### src/rtl/prog_cnt_pkg.sv
// Shared definitions for the programmable down-counter: operation select
// encoding and the per-cycle command priority encoder.
package prog_cnt_pkg;

    typedef enum logic [1:0] {
        OP_IDLE = 2'd0,
        OP_LOAD = 2'd1,
        OP_DEC  = 2'd2,
        OP_DIV  = 2'd3
    } op_e;

    // load bypasses the enable; dec wins over div when both are requested
    function automatic op_e op_select(input logic en, input logic load,
                                      input logic dec, input logic div);
        if (load)
            return OP_LOAD;
        else if (!en)
            return OP_IDLE;
        else if (dec)
            return OP_DEC;
        else if (div)
            return OP_DIV;
        else
            return OP_IDLE;
    endfunction

endpackage

### src/rtl/prog_cnt_next.sv
// Combinational next-count and pulse calculator: step clamp, saturate or
// reload at zero, and logical barrel shift for divide.
module prog_cnt_next
    import prog_cnt_pkg::*;
#(
    parameter int WIDTH   = 8,
    parameter int STEP_W  = 4,
    parameter int SHIFT_W = 3
) (
    input  logic [1:0]         op,
    input  logic [WIDTH-1:0]   count_q,
    input  logic [WIDTH-1:0]   reload_q,
    input  logic [WIDTH-1:0]   load_val,
    input  logic [STEP_W-1:0]  step,
    input  logic [SHIFT_W-1:0] div_shift,
    input  logic               auto_reload,
    output logic [WIDTH-1:0]   count_d,
    output logic               tc_d,
    output logic               sat_d
);

    // compare in a width that holds both operands so a wide step never truncates
    localparam int CW = (WIDTH > STEP_W) ? WIDTH : STEP_W;

    logic [CW-1:0] cnt_ext;
    logic [CW-1:0] step_ext;
    logic [CW-1:0] diff;

    always_comb begin
        cnt_ext  = CW'(count_q);
        step_ext = (step == '0) ? CW'(1) : CW'(step);
        diff     = cnt_ext - step_ext;
    end

    always_comb begin
        count_d = count_q;
        tc_d    = 1'b0;
        sat_d   = 1'b0;
        case (op)
            OP_LOAD: count_d = load_val;
            OP_DEC: begin
                if (cnt_ext > step_ext) begin
                    count_d = diff[WIDTH-1:0];
                end else if (auto_reload) begin
                    count_d = reload_q;
                    tc_d    = 1'b1;
                end else begin
                    count_d = '0;
                    tc_d    = (count_q != '0);
                    sat_d   = (count_q == '0);
                end
            end
            OP_DIV: begin
                if (int'(div_shift) >= WIDTH)
                    count_d = '0;
                else
                    count_d = count_q >> div_shift;
            end
            default: count_d = count_q;
        endcase
    end

endmodule

### src/rtl/prog_down_counter.sv
// Programmable down-counter with load, variable-step decrement, shift-divide
// and auto-reload; all outputs registered.
module prog_down_counter
    import prog_cnt_pkg::*;
#(
    parameter int WIDTH   = 8,
    parameter int STEP_W  = 4,
    parameter int SHIFT_W = 3
) (
    input  logic               clk,
    input  logic               rst,
    input  logic               en,
    input  logic               load,
    input  logic [WIDTH-1:0]   load_val,
    input  logic               dec,
    input  logic [STEP_W-1:0]  step,
    input  logic               div,
    input  logic [SHIFT_W-1:0] div_shift,
    input  logic               auto_reload,
    output logic [WIDTH-1:0]   count,
    output logic               zero,
    output logic               tc_pulse,
    output logic               sat
);

    op_e              op;
    logic [WIDTH-1:0] count_d, count_q;
    logic [WIDTH-1:0] reload_d, reload_q;
    logic             zero_d, zero_q;
    logic             tc_d, tc_q;
    logic             sat_d, sat_q;

    assign op = op_select(en, load, dec, div);

    prog_cnt_next #(
        .WIDTH   (WIDTH),
        .STEP_W  (STEP_W),
        .SHIFT_W (SHIFT_W)
    ) u_next (
        .op          (op),
        .count_q     (count_q),
        .reload_q    (reload_q),
        .load_val    (load_val),
        .step        (step),
        .div_shift   (div_shift),
        .auto_reload (auto_reload),
        .count_d     (count_d),
        .tc_d        (tc_d),
        .sat_d       (sat_d)
    );

    // zero is derived from the next count so it never lags count
    always_comb begin
        reload_d = (op == OP_LOAD) ? load_val : reload_q;
        zero_d   = (count_d == '0);
    end

    always_ff @(posedge clk) begin
        if (rst) begin
            count_q  <= '0;
            reload_q <= '0;
            zero_q   <= 1'b1;
            tc_q     <= 1'b0;
            sat_q    <= 1'b0;
        end else begin
            count_q  <= count_d;
            reload_q <= reload_d;
            zero_q   <= zero_d;
            tc_q     <= tc_d;
            sat_q    <= sat_d;
        end
    end

    assign count    = count_q;
    assign zero     = zero_q;
    assign tc_pulse = tc_q;
    assign sat      = sat_q;

endmodule

### config.mk
export PLATFORM = sky130hd
export DESIGN_NAME = prog_down_counter
export DESIGN_NICKNAME = d
export VERILOG_FILES = /design/src/rtl/prog_cnt_pkg.sv /design/src/rtl/prog_cnt_next.sv /design/src/rtl/prog_down_counter.sv
export SDC_FILE = /design/constraint.sdc
export NUM_CORES = 1
export LEC_CHECK = 0
export CAP_MARGIN = 20
export CORE_MARGIN = 10
export CORE_UTILIZATION = 51
export CTS_BUF_LIST = sky130_fd_sc_hd__clkbuf_8
export CTS_CLUSTER_DIAMETER = 80
export DETAILED_ROUTE_END_ITERATION = 16
export PLACE_DENSITY = 0.82
export SLEW_MARGIN = 20
export SYNTH_ARGS = -nofsm -noshare
export SYNTH_HDL_FRONTEND = slang
export SYNTH_SLANG_ARGS = --single-unit
### constraint.sdc
create_clock -name clk -period 4.8 [get_ports clk]
set_clock_uncertainty 0.15 [all_clocks]
set_input_delay 1.44 -clock clk [delete_from_list [all_inputs] [get_ports clk]]
set_output_delay 1.44 -clock clk [all_outputs]
set_load 0.01 [all_outputs]
==> insert_results.sql <==
INSERT INTO impl_metrics (metric_group, metric, value, unit) VALUES
('place', 'detailedPlace.worstSlack', '0.135', 'ns'),
('sta', 'final.period_utilization', '92.6', '%'),
('clocking', 'post_cts_resize_count', '0', ''),
('global_routing', 'grt_overflow', '0', ''),
('die', 'start_util', '54.8', '%'),
('sta', 'grt_setup_unrepaired', 'false', ''),
('sta', 'fin_hold_ws', '0.318', 'ns'),
('critical_path', 'reg2reg_setup_slack', '1.85', 'ns'),
('pwr', 'internal-power', '0.302', 'mW'),
('place', 'finalWeightedCongestion', '0.985', ''),
('synthesis', 'postSynthAreaPerCell', '8.10', 'um^2'),
('global_routing', 'via_count_of_the_first_global_routing_pass', '1470', ''),
('worst_hold_path', 'whs_path_depth', '2', ''),
('final_layout', 'synthToLayoutAreaGrowth', '27.6', '%'),
('clocking', 'clock_transition_at_path_regs', '0.07', 'ns'),
('route', 'tritonroute_pass_1_iters', '6', ''),
('pwr', 'netSwitchingFraction', '33.3', '%'),
('final_layout', 'layout.cells.non_filler', '232', ''),
('synthesis', 'netlist_top_cells_area', 'dfxtp_1 27%, mux2i_1 11%, nor2_1 7.5%, ha_1 4.5%, nand2_1 3.0%', ''),
('synthesis', 'summed_instance_area_of_the_synthesized_netlist', '0.00139', 'mm^2'),
('synthesis', 'yosysWarnings', '0', ''),
('critical_path', 'crit_end', 'zero', ''),
('die', 'coreArea', '0.00254', 'mm^2'),
('pwr', 'leakagePower', '0.726', 'nW'),
('critical_path', 'critical_path.endpoint_type', 'flop', ''),
('synthesis', 'synth_largest_area_cell', 'dfxtp_1', ''),
('global_routing', 'grt_first_pass_wirelength', '7290', 'um'),
('sta', 'timing.max_slew.rel_slack', '55.1', '%'),
('synthesis', 'dominantRegCellSynth', 'dfxtp_1', ''),
('clocking', 'cts_made_buffers', '3', ''),
('pwr', 'power.switching', '0.151', 'mW'),
('sta', 'finalCriticalPeriod', '4.44', 'ns'),
('synthesis', 'synth-edff-count', '0', ''),
('global_routing', 'grt_max_degree', '20', ''),
('critical_path', 'cp_data_arrival_time', '4.50', 'ns'),
('synthesis', 'yosys.area.top_type_share', '27.3', '%'),
('place', 'detailedPlacementHpwl', '3410', 'um'),
('sta', 'hold_violations', '0', ''),
('critical_path', 'path_max_fanout', '8', ''),
('route', 'antenna_violating_nets_post_route', '0', ''),
('critical_path', 'startpoint_of_the_most_critical_setup_path', 'step[1]', ''),
('route', 'drt_first_iter_violations', '200', ''),
('route', 'via_density_per_instance', '6.47', ''),
('clocking', 'clkSinkCount', '19', ''),
('route', 'remaining_drcs', '0', ''),
('clocking', 'clk_root_buffer_cell', 'clkbuf_8', ''),
('clocking', 'post-cts-setup-buffer-count', '0', ''),
('die', 'die_area', '0.00522', 'mm^2'),
('synthesis', 'synth_seq_cells', '19', ''),
('critical_path', 'critPathKind', 'input port to flop', ''),
('synthesis', 'synth_nets', '200', ''),
('synthesis', 'synth-seq-area-share', '27.3', '%'),
('route', 'postRouteWirelength', '4350', 'um'),
('synthesis', 'postSynth.asyncResetShare', '0', '%'),
('sta', 'setup_slack', '0.356', 'ns'),
('clocking', 'clk-insertion-delay-late', '0.26', 'ns'),
('synthesis', 'synth_cell_types', '51', ''),
('status', 'status', 'complete, no violations', ''),
('die', 'number_of_cell_rows', '18', ''),
('sta', 'maxSlewViolCount', '0', ''),
('critical_path', 'timing.critical_path.required', '4.86', 'ns'),
('pwr', 'seq_power_share', '40.3', '%'),
('place', 'dp.cells', '228', ''),
('pwr', 'power.clock.fraction', '24.8', '%'),
('final_layout', 'final_layout_size_suffix_gt1_share', '6.93', '%'),
('clocking', 'cts_htree_levels', '1', ''),
('pwr', 'power.combinational.fraction', '34.9', '%'),
('sta', 'timing.final.setup_violations', '0', ''),
('final_layout', 'final_design_instance_area_without_fill', '0.00178', 'mm^2'),
('clocking', 'cts_tree', 'built', ''),
('final_layout', 'finish.net_count', '231', '');
layout make-up:
class / instances / area, um^2
Clock inverter: 1 / 5.00
Fill cell: 233 / 766
Timing Repair Buffer: 35 / 343
Multi-Input combinational cell: 135 / 938
Tap cell: 30 / 37.5
Sequential cell: 19 / 380
Inverter: 9 / 33.8
Clock buffer: 3 / 41.3
worst min-delay path by stage:
stage,from,to,slack [ns]
finish,reload_q[2],reload_q[2],0.32
global route,reload_q[2],reload_q[2],0.35
CTS,reload_q[2],reload_q[2],0.32
detailed placement,reload_q[2],reload_q[2],0.31
global placement,reload_q[3],reload_q[3],0.29
floorplan,reload_q[2],reload_q[2],0.29
per-layer routing:
metal  wire length, um  vias to the layer above  track usage [%]
met4                51                        0             4.73
met3               434                       10             4.63
met1              1820                      718             22.6
li1                  -                      696                -
met5                 0                        -                0
met2              2050                       78             25.5
sequential cells by signal, indices dropped and copies added (netlist names):
register	count
reload_q	8
tc_pulse	1
count	8
zero	1
sat	1
cells in the mapped netlist (2+ instances only):
cell type / count
ha_1: 5
nand2_1: 11
buf_1: 2
a22oi_1: 2
a222oi_1: 4
nor2_1: 28
nand4_1: 2
dfxtp_1: 19
a21oi_1: 7
inv_1: 9
and2_1: 3
nand2b_1: 3
clkbuf_1: 6
o32ai_1: 3
a21o_1: 2
mux2i_1: 15
nand3_1: 7
nor3_1: 4
o21ai_0: 5
a31oi_1: 2
nor4_1: 3
power groups by stage:
stage | combinational, mW | sequential [mW] | clock [mW]
2_1_floorplan | 0.0959 | 0.184 | 0
5_1_grt | 0.173 | 0.184 | 0.121
4_1_cts | 0.156 | 0.182 | 0.114
6_report | 0.158 | 0.182 | 0.112
3_3_place_gp | 0.152 | 0.185 | 0
3_5_place_dp | 0.155 | 0.186 | 0
cell usage in the layout (no fill, tap or decap), drive strengths merged, types with 4 or more instances in the layout:
cell type      count
o21ai              5
a21oi              8
nand3              7
ha                 5
inv                9
clkdlybuf4s50     32
mux2i             15
dfxtp             19
nor3               4
nand2             11
a222oi             4
nor2              28
kinds of logic (layout without fill, tap and decap cells):
family	Yosys count	after routing	synth area share [%]
flip-flops	19	19	27.3
multiplexers	16	16	12.7
AND/OR/NAND/NOR	74	74	26.8
AO/OA/AOI/OAI	37	37	20.7
adder cells (fa/ha/maj)	6	6	5.92
buffers and inverters	18	48	5.39
XOR/XNOR	2	2	1.26
critical path, stage by stage:
cell and delay [ns]:
clkdlybuf4s50_1 0.51, inv_1 0.09, a31o_2 0.22, ha_1 0.20, fa_1 0.40, nand2b_1 0.16
a21oi_1 0.13, buf_4 0.16, a21o_1 0.30, nor2_1 0.10, o32ai_1 0.39, and4_1 0.26
a31o_1 0.14
(Power assumes the default switching activity.)
